<file path="src/rtl/gpr_bank_pkg.sv">
// Shared types and defaults for the general-purpose register bank.
// Latency: none (declarations only).
// Backpressure: none.
package gpr_bank_pkg;

    localparam int GPR_DATA_W = 16;
    localparam int GPR_ADDR_W = 3;

    typedef enum logic {
        GPR_IDLE  = 1'b0,
        GPR_CLEAR = 1'b1
    } gpr_state_t;

    // LSB of field idx in a packed per-port bus of width-bit fields.
    function automatic int field_lsb(input int idx, input int width);
        return idx * width;
    endfunction

endpackage

</file>
<file path="src/rtl/gpr_bank_if.sv">
// Bundle of read/write/clear signals between decode (master) and the register bank (slave).
// Latency: none (wiring only).
// Backpressure: busy from the slave marks writes as dropped.
interface gpr_bank_if #(
    parameter int DATA_W = 16,
    parameter int ADDR_W = 3,
    parameter int NUM_RD = 2
) ();
    logic [NUM_RD-1:0]        rd_en;
    logic [NUM_RD*ADDR_W-1:0] rd_addr;
    logic [NUM_RD*DATA_W-1:0] rd_data;
    logic [NUM_RD-1:0]        rd_valid;
    logic                     wr_en;
    logic [ADDR_W-1:0]        wr_addr;
    logic [DATA_W-1:0]        wr_data;
    logic                     clr_req;
    logic                     busy;

    modport master (
        output rd_en, rd_addr, wr_en, wr_addr, wr_data, clr_req,
        input  rd_data, rd_valid, busy
    );

    modport slave (
        input  rd_en, rd_addr, wr_en, wr_addr, wr_data, clr_req,
        output rd_data, rd_valid, busy
    );
endinterface

</file>
<file path="src/rtl/gpr_bank_read_port.sv">
// One registered read port with optional write-first forwarding (GPR_BYPASS_EN).
// Latency: 1 cycle from rd_en to rd_valid/rd_data.
// Backpressure: none; data holds while rd_en is low.
module gpr_bank_read_port #(
    parameter int DATA_W = 16,
    parameter int ADDR_W = 3
) (
    input  logic              i_clock,
    input  logic              i_reset,
    input  logic              i_rd_en,
    input  logic [ADDR_W-1:0] i_rd_addr,
    input  logic [DATA_W-1:0] i_mem_dat,
    input  logic              i_wr_vld,
    input  logic [ADDR_W-1:0] i_wr_addr,
    input  logic [DATA_W-1:0] i_wr_dat,
    input  logic              i_clr_vld,
    input  logic [ADDR_W-1:0] i_clr_addr,
    output logic [DATA_W-1:0] o_rd_dat,
    output logic              o_rd_vld
);
    logic [DATA_W-1:0] w_rd_dat;
    logic [DATA_W-1:0] r_rd_dat;
    logic              r_rd_vld;

`ifdef GPR_BYPASS_EN
    // Write and clear never coexist (writes are dropped while clearing).
    always_comb begin
        w_rd_dat = i_mem_dat;
        if (i_clr_vld && (i_clr_addr == i_rd_addr)) begin
            w_rd_dat = '0;
        end else if (i_wr_vld && (i_wr_addr == i_rd_addr)) begin
            w_rd_dat = i_wr_dat;
        end
    end
`else
    assign w_rd_dat = i_mem_dat;
    wire w_unused = ^{i_wr_vld, i_wr_addr, i_wr_dat, i_clr_vld, i_clr_addr};
`endif

    always_ff @(posedge i_clock) begin
        if (!i_reset) begin
            r_rd_dat <= '0;
            r_rd_vld <= 1'b0;
        end else begin
            r_rd_vld <= i_rd_en;
            if (i_rd_en) begin
                r_rd_dat <= w_rd_dat;
            end
        end
    end

    assign o_rd_dat = r_rd_dat;
    assign o_rd_vld = r_rd_vld;
endmodule

</file>
<file path="src/rtl/gpr_bank.sv">
// Register bank: 2**ADDR_W x DATA_W storage, NUM_RD read ports, one write port, sequenced clear.
// Latency: reads 1 cycle; clear takes 2**ADDR_W cycles. Bypass selected by GPR_BYPASS_EN.
// Backpressure: busy high during clear; writes are dropped, reads still served.
module gpr_bank
    import gpr_bank_pkg::*;
#(
    parameter int DATA_W = GPR_DATA_W,
    parameter int ADDR_W = GPR_ADDR_W,
    parameter int NUM_RD = 2
) (
    input  logic       i_clock,
    input  logic       i_reset,
    gpr_bank_if.slave  bus
);
    localparam int DEPTH = 1 << ADDR_W;

    logic [DATA_W-1:0] r_mem [DEPTH];
    gpr_state_t        r_state;
    logic [ADDR_W-1:0] r_clr_cnt;
    logic              r_busy;
    logic              w_wr_acc;
    logic              w_clearing;
    logic [NUM_RD*DATA_W-1:0] w_rd_data;

    assign w_clearing = (r_state == GPR_CLEAR);
    assign w_wr_acc   = bus.wr_en && !w_clearing;

    always_ff @(posedge i_clock) begin
        if (!i_reset) begin
            for (int i = 0; i < DEPTH; i++) begin
                r_mem[i] <= '0;
            end
            r_state   <= GPR_IDLE;
            r_clr_cnt <= '0;
            r_busy    <= 1'b0;
        end else begin
            if (w_wr_acc) begin
                r_mem[bus.wr_addr] <= bus.wr_data;
            end
            case (r_state)
                GPR_IDLE: begin
                    if (bus.clr_req) begin
                        r_state <= GPR_CLEAR;
                        r_busy  <= 1'b1;
                    end
                end
                GPR_CLEAR: begin
                    r_mem[r_clr_cnt] <= '0;
                    if (r_clr_cnt == ADDR_W'(DEPTH - 1)) begin
                        r_state   <= GPR_IDLE;
                        r_busy    <= 1'b0;
                        r_clr_cnt <= '0;
                    end else begin
                        r_clr_cnt <= r_clr_cnt + 1'b1;
                    end
                end
                default: r_state <= GPR_IDLE;
            endcase
        end
    end

    for (genvar g = 0; g < NUM_RD; g++) begin : g_rd
        logic [ADDR_W-1:0] w_addr;
        assign w_addr = bus.rd_addr[field_lsb(g, ADDR_W) +: ADDR_W];

        gpr_bank_read_port #(
            .DATA_W (DATA_W),
            .ADDR_W (ADDR_W)
        ) u_port (
            .i_clock    (i_clock),
            .i_reset    (i_reset),
            .i_rd_en    (bus.rd_en[g]),
            .i_rd_addr  (w_addr),
            .i_mem_dat  (r_mem[w_addr]),
            .i_wr_vld   (w_wr_acc),
            .i_wr_addr  (bus.wr_addr),
            .i_wr_dat   (bus.wr_data),
            .i_clr_vld  (w_clearing),
            .i_clr_addr (r_clr_cnt),
            .o_rd_dat   (w_rd_data[field_lsb(g, DATA_W) +: DATA_W]),
            .o_rd_vld   (bus.rd_valid[g])
        );
    end

    assign bus.rd_data = w_rd_data;
    assign bus.busy    = r_busy;
endmodule
</file>
<file path="src/flat_wrapper.sv">
// flat-port wrapper written by rule: the top's interface ports become plain ports
module gpr_bank_flat import gpr_bank_pkg::*;
#(
    parameter int DATA_W = GPR_DATA_W,
    parameter int ADDR_W = GPR_ADDR_W,
    parameter int NUM_RD = 2
)
  (i_clock, i_reset, bus_rd_en, bus_rd_addr, bus_wr_en, bus_wr_addr, bus_wr_data, bus_clr_req, bus_rd_data, bus_rd_valid, bus_busy);
  gpr_bank_if #(.DATA_W(DATA_W), .ADDR_W(ADDR_W), .NUM_RD(NUM_RD)) bus_i ();
  input  logic i_clock;
  input  logic i_reset;
  input wire logic [$bits(bus_i.rd_en)-1:0] bus_rd_en;
  input wire logic [$bits(bus_i.rd_addr)-1:0] bus_rd_addr;
  input wire logic [$bits(bus_i.wr_en)-1:0] bus_wr_en;
  input wire logic [$bits(bus_i.wr_addr)-1:0] bus_wr_addr;
  input wire logic [$bits(bus_i.wr_data)-1:0] bus_wr_data;
  input wire logic [$bits(bus_i.clr_req)-1:0] bus_clr_req;
  output wire logic [$bits(bus_i.rd_data)-1:0] bus_rd_data;
  output wire logic [$bits(bus_i.rd_valid)-1:0] bus_rd_valid;
  output wire logic [$bits(bus_i.busy)-1:0] bus_busy;
  assign bus_i.rd_en = bus_rd_en;
  assign bus_i.rd_addr = bus_rd_addr;
  assign bus_i.wr_en = bus_wr_en;
  assign bus_i.wr_addr = bus_wr_addr;
  assign bus_i.wr_data = bus_wr_data;
  assign bus_i.clr_req = bus_clr_req;
  assign bus_rd_data = bus_i.rd_data;
  assign bus_rd_valid = bus_i.rd_valid;
  assign bus_busy = bus_i.busy;
  gpr_bank #(.DATA_W(DATA_W), .ADDR_W(ADDR_W), .NUM_RD(NUM_RD)) u_core (.i_clock(i_clock), .i_reset(i_reset), .bus(bus_i));
endmodule
</file>
<file path="config.mk">
export PLATFORM = sky130hd
export DESIGN_NAME = gpr_bank_flat
export DESIGN_NICKNAME = d
export VERILOG_FILES = /design/src/rtl/gpr_bank_pkg.sv /design/src/rtl/gpr_bank_if.sv /design/src/rtl/gpr_bank_read_port.sv /design/src/rtl/gpr_bank.sv /design/src/flat_wrapper.sv
export SDC_FILE = /design/constraint.sdc
export NUM_CORES = 1
export LEC_CHECK = 0
export ABC_AREA = 1
export CORE_ASPECT_RATIO = 0.75
export CORE_UTILIZATION = 53
export DETAILED_ROUTE_END_ITERATION = 10
export GPL_TIMING_DRIVEN = 1
export HOLD_SLACK_MARGIN = 0.06
export PLACE_DENSITY = 0.76
export SYNTH_ARGS = -nofsm -noshare
export SYNTH_HDL_FRONTEND = slang
export SYNTH_SLANG_ARGS = --single-unit
</file>
<file path="constraint.sdc">
create_clock -name i_clock -period 1.8 [get_ports i_clock]
set_input_delay 0.18 -clock i_clock [delete_from_list [all_inputs] [get_ports i_clock]]
set_output_delay 0.18 -clock i_clock [all_outputs]
set_load 0.01 [all_outputs]
</file>
==> summary.txt, run 1 <==
Status: complete, no violations
Yosys warning count: 0
CP Launch Type: register
Net Count, Synth: 1146
Post-synthesis cell area: 8660 sq um
Max VDD drop: 0.713 mV
Leak: 4.83 nW
Overall power: 9.82 mW
Worst skew pair latency: 0.43 ns
FMAX: 600 MHz
Die Area: 16900 sq um
Syn avg cell area: 7.78 sq um
Post-synth EDFFs: 128
Die height: 113 microns
Share of cells above drive strength 1: 0.0921
FP Rows: 40
Yosys reg bits: 167
Mapped Cells: 1113
Number of H-tree levels: 4
Crit Path Category: reg -> reg
Buffers on Ports: 65
First-pass GRT wire length: 38.0 mm
Worst Hold Class: in -> reg
I/O Pins: 66
Post-CTS Setup Bufs: 0
Die width: 150 microns
Actual slew at the worst max-slew pin: 0.503 ns
Max Cap Viol: 0
Largest net degree at the start of global routing: 65
Initial antenna violation count: 0
Fin crit share: 0.927
Hold_buf cts: 0
Synth top cells by count: nand2_1, nand3_1, inv_1
Final setup violation count: 0
Initial DRT Pass Iterations: 6
Routed WL per cell: 17.4 microns
Non-filler cells, final: 1405
Clock Pin Slew Worst Setup and Hold Paths: 0.06 ns
Placer congestion estimate: 0.865
Clock sinks: 167
Max Slew Vio Count: 0
Setup crit end kind: register
DRC: 0
GRT Total Usage: 0.304
Area delta synth->final: 22.3%
Synth top area cells: edfxtp_1, nand2_1, nand3_1, dfxtp_1, inv_1
Worst-path fanout max: 16
Gr ovfl total: 0
Filler instances: 1317
Vias/cell: 5.58
Critical Path AT: 1.84 ns
Sequential area share after synthesis: 0.534
Post-route ant nets: 0
Slew margin rel.: 0.661
Overall routed net length: 24.5 mm
Cell taking the most area after synthesis: edfxtp_1
Hold Fails Final Rpt: 0
Placed cells: 1374
Clock Tree Buf Depth: 2
HPWL after DPL: 16.1 mm
Top-count cell post-synth: nand2_1
CTS-repair resized insts: 0
CTS tree: built
Pwr/cell area: 926 nW/um^2
Number of global-route vias before repair: 6919
CTS buffer count: 17
Clk root buf: clkbuf_16
Detailed Route Iter0 Violations: 1384
ANT cells: 0
Layout Nets: 1216
Async SR Flop Fraction: 0
Starting Density: 0.541
Top-area cell type share of the netlist area: 0.444
Skew final: 0.00748 ns
Yosys cell types: 21
Critical Path RT: 1.97 ns
Post-Route Setup TNS: 0 ns
DR vias: 7836
Area of the core: 16000 sq um
Post-route minimum period: 1.67 ns
Unrepaired setup endpoints after global routing: no
Top FF cell, synth: edfxtp_1
-- cell families (layout without fill, tap and decap cells) --
| logic type | after synthesis | in the layout | synth area share |
|---|---|---|---|
| AO/OA/AOI/OAI | 73 | 73 | 0.0430 |
| XOR/XNOR | 1 | 1 | 0.00101 |
| adder cells (fa/ha/maj) | 2 | 2 | 0.00289 |
| buffers and inverters | 211 | 293 | 0.101 |
| flip-flops | 167 | 167 | 0.534 |
| AND/OR/NAND/NOR | 659 | 659 | 0.319 |
-- worst max-delay path, stage by stage (launching register included) --
cell     delay (ns)
dfxtp_1        0.35
o21ai_0        0.44
a21oi_2        0.04
buf_4          0.17
nand2_2        0.07
buf_4          0.26
nor2_1         0.08
-- registers in the layout, indices dropped and copies added, names as in the netlist --
register and cells:
u_core.r_mem 128, u_core.bus.busy 1, u_core.g_rd.u_port.o_rd_vld 2, u_core.r_clr_cnt 3
u_core.g_rd.u_port.o_rd_dat 32, u_core.r_state 1
-- layout by cell type, fill, tap and decap left out, drive strengths merged --
cell,netlist,final
inv,142,144
buf,20,57
nand2,327,327
edfxtp,128,128
clkinvlp,0,1
o21ai,38,38
a21oi,35,35
bufinv,0,4
nand3,193,193
ha,2,2
nor2,139,139
dfxtp,39,39
clkdlybuf4s50,0,63
clkbuf,49,17
clkinv,0,7
xnor2,1,1
-- per-stage QoR --
| step | util | worst slack (ns) | instance area, sq um | hold slack (ns) |
|---|---|---|---|---|
| CTS | 0.661 | 0.147 | 10600 | 0.337 |
| floorplan | - | -0.158 | 8670 | 0.309 |
| detailed placement | 0.624 | -0.180 | 9990 | 0.494 |
| global placement | 0.624 | -0.148 | 9990 | 0.475 |
| global route | 0.662 | 0.0636 | 10600 | 0.357 |
| finish | 0.662 | 0.132 | 10600 | 0.348 |
-- path summary, 6_finish.rpt --
check	to	start	slack (ns)	cells after the start
max	u_core.r_mem[7][8]	u_core.r_state	0.13	6
min	u_core.r_state	bus_clr_req	0.35	3
max reg2reg	u_core.r_mem[7][8]	u_core.r_state	0.13	6
min reg2reg	u_core.bus.busy	u_core.bus.busy	0.50	2
-- per-layer routing --
layer	global-route usage	up-vias	share of wire
li1	-	3693	-
met1	0.466	3550	0.42
met2	0.409	560	0.42
met3	0.0960	33	0.15
met4	0.0803	0	0.011
met5	0	-	0
-- power breakdown --
| group | switching (mW) | internal [mW] | total (mW) |
|---|---|---|---|
| logic | 0.942 | 0.594 | 1.54 |
| clock network | 1.53 | 2.30 | 3.83 |
| registers | 0.0796 | 4.37 | 4.45 |
-- final cells by class --
class / count / area, sq um / share of cell area
Sequential cell: 167 / 4620 / 0.436
Multi-Input combinational cell: 735 / 3180 / 0.300
Timing Repair Buffer: 120 / 1390 / 0.131
Inverter: 142 / 533 / 0.0503
Clock buffer: 17 / 425 / 0.0401
Tap cell: 210 / 263 / 0.0248
Clock inverter: 14 / 180 / 0.0170
Note: power is estimated with default switching activity, not from simulation.
==> run 2: changes to the inputs <==
Settings changed: HOLD_SLACK_MARGIN 0.06 to 0.12.
==> results of run 2 <==
No change in the layout: final DEF, timing and power equal those of run 1.
